[src/rtl/icache_fetcher.sv]
// Instruction-fetch front end: direct-mapped one-word-per-line I-cache that
// fills a missing line from a byte-wide memory port, four bytes little-endian.
module icache_fetcher #(
  parameter int INDEX_BITS = 4
) (
  input  logic        clk,
  input  logic        rst,
  input  logic        fetch_valid,
  input  logic [31:0] fetch_pc,
  input  logic        flush,
  output logic        busy,
  output logic        instruction_ready,
  output logic [31:0] instruction_addr,
  output logic [31:0] instruction_data,
  output logic        mem_req,
  output logic [31:0] mem_a,
  input  logic [7:0]  mem_din
);

  localparam int LINES = 1 << INDEX_BITS;
  localparam int TAG_W = 32 - INDEX_BITS - 2;

  localparam logic [1:0] S_IDLE = 2'd0;
  localparam logic [1:0] S_MISS = 2'd1;
  localparam logic [1:0] S_RESP = 2'd2;

  logic [1:0]            state_reg;
  logic [2:0]            cnt_reg;
  logic [31:0]           pc_reg;
  logic [23:0]           bytes_reg;
  logic [31:0]           addr_reg;
  logic [31:0]           data_reg;
  logic [LINES-1:0]      valid_reg;
  logic [TAG_W-1:0]      tag_mem  [LINES];
  logic [31:0]           data_mem [LINES];

  logic [31:0]           req_pc;
  logic [INDEX_BITS-1:0] req_index;
  logic [TAG_W-1:0]      req_tag;
  logic [INDEX_BITS-1:0] fill_index;
  logic [31:0]           fill_word;
  logic                  hit;
  logic                  fill;

  assign req_pc     = fetch_pc & ~32'h3;
  assign req_index  = req_pc[INDEX_BITS+1:2];
  assign req_tag    = req_pc[31:INDEX_BITS+2];
  assign fill_index = pc_reg[INDEX_BITS+1:2];
  assign fill_word  = {mem_din, bytes_reg};
  // Lookup is combinational so a hit can respond in the very next cycle.
  assign hit        = valid_reg[req_index] && (tag_mem[req_index] == req_tag);
  assign fill       = !rst && !flush && (state_reg == S_MISS) && (cnt_reg == 3'd4);

  assign busy              = (state_reg != S_IDLE);
  assign instruction_ready = (state_reg == S_RESP);
  assign instruction_addr  = addr_reg;
  assign instruction_data  = data_reg;
  assign mem_req           = (state_reg == S_MISS) && (cnt_reg < 3'd4);
  assign mem_a             = mem_req ? (pc_reg + 32'(cnt_reg)) : 32'h0;

  generate
    for (genvar gi = 0; gi < LINES; gi++) begin : g_valid
      always_ff @(posedge clk) begin
        if (rst) begin
          valid_reg[gi] <= 1'b0;
        end else if (fill && (fill_index == INDEX_BITS'(gi))) begin
          valid_reg[gi] <= 1'b1;
        end
      end
    end
  endgenerate

  always_ff @(posedge clk) begin
    if (fill) begin
      tag_mem[fill_index]  <= pc_reg[31:INDEX_BITS+2];
      data_mem[fill_index] <= fill_word;
    end
  end

  always_ff @(posedge clk) begin
    if (rst) begin
      state_reg <= S_IDLE;
      cnt_reg   <= 3'd0;
      pc_reg    <= 32'h0;
      bytes_reg <= 24'h0;
      addr_reg  <= 32'h0;
      data_reg  <= 32'h0;
    end else if (flush) begin
      state_reg <= S_IDLE;
      cnt_reg   <= 3'd0;
    end else begin
      case (state_reg)
        S_IDLE: begin
          if (fetch_valid) begin
            pc_reg <= req_pc;
            if (hit) begin
              state_reg <= S_RESP;
              addr_reg  <= req_pc;
              data_reg  <= data_mem[req_index];
            end else begin
              state_reg <= S_MISS;
              cnt_reg   <= 3'd0;
            end
          end
        end
        S_MISS: begin
          cnt_reg <= cnt_reg + 3'd1;
          // Byte k arrives one cycle after its address, i.e. while cnt == k+1.
          case (cnt_reg)
            3'd1:    bytes_reg[7:0]   <= mem_din;
            3'd2:    bytes_reg[15:8]  <= mem_din;
            3'd3:    bytes_reg[23:16] <= mem_din;
            default: ;
          endcase
          if (cnt_reg == 3'd4) begin
            state_reg <= S_RESP;
            addr_reg  <= pc_reg;
            data_reg  <= fill_word;
          end
        end
        S_RESP:  state_reg <= S_IDLE;
        default: state_reg <= S_IDLE;
      endcase
    end
  end

endmodule
[config.mk]
export PLATFORM = sky130hd
export DESIGN_NAME = icache_fetcher
export DESIGN_NICKNAME = d
export VERILOG_FILES = /design/src/rtl/icache_fetcher.sv
export SDC_FILE = /design/constraint.sdc
export NUM_CORES = 1
export LEC_CHECK = 0
export BUFFER_PORTS_ARGS = -buffer_cell sky130_fd_sc_hd__buf_4
export CAP_MARGIN = 20
export CORE_MARGIN = 5
export CORE_UTILIZATION = 50
export CTS_CLUSTER_DIAMETER = 80
export DETAILED_ROUTE_END_ITERATION = 12
export PLACE_DENSITY = 0.75
export SYNTH_ARGS = -nofsm -noshare
export SYNTH_HDL_FRONTEND = slang
export SYNTH_SLANG_ARGS = --single-unit
[constraint.sdc]
create_clock -name clk -period 7.8 [get_ports clk]
set_input_delay 0.78 -clock clk [delete_from_list [all_inputs] [get_ports clk]]
set_output_delay 0.78 -clock clk [all_outputs]
set_load 0.01 [all_outputs]
# Word-level counts from Yosys, hierarchy flattened
# Memories as Yosys holds them, arrays and structs flattened.
# Cells that the tools add are included.
# op_classes
n_lt_le_gt_ge	2
n_eq_ne	26
n_addsub	2
n_reduce_logical	35
n_mux	20
n_bitwise	1
# ops
cell	count
32-bit two-way mux	7
32-bit case mux with 2 select lines	2
32-bit by 3-bit adder with 32-bit output	1
4-bit equality test, second input constant	8
26-bit equality test	1
1-bit logical AND	21
4-bit by 3-bit equality test with 1-bit output, second input constant	4
3-bit AND reduction	5
4-bit by 2-bit equality test with 1-bit output, second input constant	2
3-bit by 2-bit equality test with 1-bit output, second input constant	2
2-bit two-way mux	3
3-bit two-way mux	2
2-bit != test, second input constant	3
3-bit case mux with 2 select lines	1
4-bit by 5-bit < comparator with 1-bit output, second input constant	1
5-bit AND reduction	1
1-bit binary-select mux with 4-bit select	1
4-bit by 1-bit equality test with 1-bit output, second input constant	1
4-bit zero test	1
2-bit case mux with 2 select lines	1
2-bit nonzero test	2
3-bit by 1-bit adder with 3-bit output, second input constant	1
3-bit by 1-bit equality test with 1-bit output, second input constant	1
3-bit equality test, second input constant	1
10 further kinds	13
# word_totals
ram_bits	928
output_inout_bits	99
regBits	139
n_memories	2
# mem_list
memory	depth	word_bits	rd	rd_ports_with_merged_regs	wr	line_no	text
data_mem	16	32	1	0	1	35	logic [31:0] data_mem [LINES];
tag_mem	16	26	1	0	1	34	logic [TAG_W-1:0] tag_mem [LINES];

# Depth between registers and ports, before layout
# depth
depth_word	6
ltp_mapped	15
ltp_nobuf	10

# Least setup slack after synthesis
# No wires, ideal clock.
# synth_timing
path_kind	input port to flip-flop
from	in flush
to	mem data_mem[0][0] (enable)
setup_slack_ns	1.522
setup_ns	0.548
arrival_ns	5.731
cell_stages	5
cell_sequence	clkbuf_1 > nor3_1 > nand3_1 > or3_1 > nor3_1
# synth_via
elab_chain_cells	6
# synth_rtl
item	line_no	text
from (decl)	10	input logic flush,
1-bit zero test	52	assign fill = !rst && !flush && (state_reg == S_MISS) && (cnt_reg == 3'd4);
1-bit logical AND (3 in a row)	52	
1-bit two-way mux	74	if (fill) begin
1-bit two-way mux (implied by the code)	76	data_mem[fill_index] <= fill_word;
to (decl)	35	
# No other way between the ends.

# Final worst setup path
# layout_timing
from	in fetch_pc[2]
to	reg data_reg[20] (netlist: instruction_data[20])
# layout_via
elab_chain_cells	5
# layout_rtl
item	line_no	text
from (decl)	9	input logic [31:0] fetch_pc,
memory 16 x 26 bit or 1-bit binary-select mux with 4-bit select (tied branches)	--	
26-bit equality test or 1-bit two-way mux (tied branches)	51	assign hit = valid_reg[req_index] && (tag_mem[req_index] == req_tag);
1-bit logical AND	51	
2-bit != test (no line)	--	
5-bit AND reduction (no line)	--	
to (signal assigned)	99	data_reg <= data_mem[req_index];
to (signal assigned)	118	data_reg <= fill_word;
to (decl)	32	logic [31:0] data_reg;
# Parallel ways exist; a longest one is shown, timed or not. The select of a mux whose other input is x is not followed.
# A chain may end at the register's enable or synchronous reset.

==> results.py <==
metrics = {
    "worst_setup_path": {
        "critPathRequiredTime_ns": 8.30,
        "worst_setup_path_end_kind": "register",
        "reg2reg_depth": 10,
        "endpoint": "instruction_data[20]$_SDFFE_PP0P_",
        "path_class": "input port to register",
        "r2r_end": "instruction_data[20]$_SDFFE_PP0P_",
        "critPathLaunchType": "input port",
        "reg2reg_from": "tag_mem[8][25]$_DFFE_PP_",
        "startpoint": "fetch_pc[2]",
        "crit_arrival_ns": 6.05,
        "worstPathMaxFanout": 74,
        "r2r_slack_ns": 3.34,
    },
    "finish": {
        "drive_above_1_share_pct": 25.70,
        "final_area_um2": 47940,
        "register_area_um2": 30610,
        "regMostFlops": "data_mem",
        "utilization_pct": 57.28,
        "area_growth_pct": 13.65,
        "multiInputGateArea_um2": 10730,
        "largest_reg_flops": 512,
        "final_nets": 2456,
        "fillers": 6017,
    },
    "synthesis": {
        "synth_top_area_share_pct": 66.07,
        "ys_top_cells_by_area": "edfxtp_1, mux4_2, dfxtp_1, mux2i_1, a221oi_1",
        "ys_ff_latch": 1065,
        "synth.avg_cell_area_um2": 18.66,
        "yosys_most_used_dff": "edfxtp_1",
        "async_flop_share_pct": 0,
        "yosysMostFrequentCell": "edfxtp_1",
        "syn_inst": 2261,
        "ys_top_cells_by_count": "edfxtp_1, mux4_2, dfxtp_1",
        "synth_seq_area_share_pct": 72.57,
        "yosysWarnings": 0,
        "synth_edf_count": 928,
        "synth_area_um2": 42180,
        "synth_cell_type_count": 56,
        "synth_top_area_cell": "edfxtp_1",
    },
    "clock_network": {
        "clock_sinks": 1065,
        "numCtsBuffers": 100,
        "worstSkewPairLatency_ns": 0.66,
        "clock_path_buffers": 3,
        "clk_pin_slew_ns": 0.06,
        "post-cts-setup-buffers": 0,
        "cts_resized": 0,
        "cts_tree": "yes",
        "cts.htree.levels": 3,
        "cts-root-buf": "clkbuf_16",
        "hold_buffers": 0,
    },
    "power": {
        "internal_power_mw": 9.235,
        "swShare_pct": 20.35,
        "power_frac_seq_pct": 53.4,
        "p_per_area_nw_per_um2": 241.9,
        "comb_power_share_pct": 3.5,
        "p_total_mw": 11.60,
        "leakage_nw": 16.18,
        "clockPowerShare_pct": 43.2,
        "peakVddDrop_uv": 245.0,
        "power.switching_mw": 2.360,
    },
    "global_routing": {
        "grt-ovfl-total": 0,
        "grt_start_max_net_pins": 135,
        "track_usage_pct": 23.16,
        "grt_pass1_wl_mm": 154.1,
        "antenna_found_initial": 2,
        "grt_pass1_vias": 23020,
    },
    "timing": {
        "setup_violations": 0,
        "tightest_slew_ns": 1.118,
        "slew_headroom_pct": 25.32,
        "fin_crit_ns": 5.553,
        "max_freq_mhz": 180.1,
        "rsz0062_at_grt": "no",
        "fin_tns_setup_ns": 0,
        "skew_ns": 0.02146,
        "fin_crit_sh_pct": 71.19,
        "hold_viol": 0,
        "fin_ws_ns": 2.247,
        "report.final.slew_viol_count": 0,
    },
    "detailed_routing": {
        "ant_nets": 0,
        "routedWlPerCell_um": 28.98,
        "drc": 0,
        "vias_per_cell": 6.296,
        "first_pass_iters": 6,
        "routed_wl_mm": 105.1,
        "num_vias": 22820,
        "initialDrtViolationCount": 2633,
    },
    "die": {
        "die_y_um": 300.5,
        "fp-row-count": 106,
        "core_um2": 83690,
        "die-area_um2": 90270,
        "chipWidth_um": 300.5,
        "io_pins": 143,
        "start_util_pct": 50.40,
    },
    "status": {
        "run_status": "completed",
    },
    "placed_design": {
        "finalWeightedCongestion": 0.8231,
        "place_ws_ns": 1.603,
        "place_area_um2": 44480,
        "portBuffers": 138,
        "hpwl_mm": 55.62,
    },
    "hold_path": {
        "hold_path.class": "input port to register",
    },
    "job": {
        "drv_cap": 0,
    },
}
layout by cell type (no fill, tap or decap), types with 5 or more instances in the layout:
cell / instances
a21oi_1: 62
ha_1: 7
mux4_2: 263
dfxtp_1: 136
bufinv_16: 12
xnor2_1: 23
nand2_1: 116
nor2_4: 12
clkinv_2: 23
nand4_1: 5
clkinvlp_4: 6
edfxtp_1: 928
inv_1: 72
nor3_1: 6
a221oi_1: 65
a311oi_1: 62
mux2i_1: 62
clkbuf_1: 22
clkbuf_8: 11
xor2_1: 40
o21ai_0: 5
buf_4: 182
clkinv_1: 9
clkbuf_16: 103
nor4_1: 6
and2_1: 5
or3_1: 6
nand3_1: 31
nor2_1: 72
nor2b_1: 63
nand2b_1: 8
layer usage:
layer  vias up  GRT usage [%]  routed length [um]
met3       176          6.561               12830
met4         2          5.486                2328
met2      1412          36.71               50090
met5         -              0                  13
li1       9405              -                   -
met1     11830          32.47               39810
cell families (layout without fill, tap and decap cells):
family                     Yosys count  after routing  share of synthesized area, %
AOI/OAI and AO/OA                  226            226                         4.079
xor gates and xnor gates            63             63                         1.308
adders and majority gates            7              7                        0.2076
buffers and inverters              222            450                         2.320
DFF                               1065           1065                         72.57
muxes                              327            327                         15.57
other                                1              3                      0.008890
and+or+nand+nor                    350            350                         3.942
cell type report:
class	count	area share [%]
clock buffers	136	5.865
repair buffers	190	3.169
inverters	73	0.5742
diodes	1	0.005220
clock inverters	51	1.182
flip-flops and latches	1065	63.86
well taps	1134	2.960
multi-input cells	975	22.39
through the flow:
stage	hold WS, ns	instances
after floorplan	0.4348	2262
final	0.4111	3625
after detailed placement	0.4607	3434
after CTS	0.3841	3621
after global routing	0.4030	3625
after global placement	0.4439	3434
critical path: stages:
cell and delay [ns]:
buf_8 0.56, buf_4 0.55, mux4_2 0.57, mux2i_1 0.15, mux2i_1 0.22, xor2_1 0.20
a2111oi_0 0.80, and4_1 0.46, nand3_4 0.61, buf_12 0.49, a221oi_1 0.40, a311oi_1 0.09
worst min-delay path by stage:
stage                               startpoint                          to  cells past startpoint
floorplan           valid_reg[10]$_SDFFE_PP0P_  valid_reg[10]$_SDFFE_PP0P_                      2
global placement    valid_reg[15]$_SDFFE_PP0P_  valid_reg[15]$_SDFFE_PP0P_                      2
detailed placement  valid_reg[11]$_SDFFE_PP0P_  valid_reg[11]$_SDFFE_PP0P_                      2
CTS                               fetch_pc[12]     pc_reg[12]$_SDFFE_PP0P_                      3
global route                      fetch_pc[29]     pc_reg[29]$_SDFFE_PP0P_                      3
finish                            fetch_pc[31]     pc_reg[31]$_SDFFE_PP0P_                      3
power by group through the flow:
stage | registers [mW] | logic (mW) | clock network, mW
floorplan | 6.29 | 0.273 | 0
global placement | 6.31 | 0.393 | 0
detailed placement | 6.31 | 0.399 | 0
CTS | 6.19 | 0.401 | 5.04
global route | 6.19 | 0.426 | 5.31
finish | 6.19 | 0.401 | 5.01
Power figures use the tool's default switching activity.
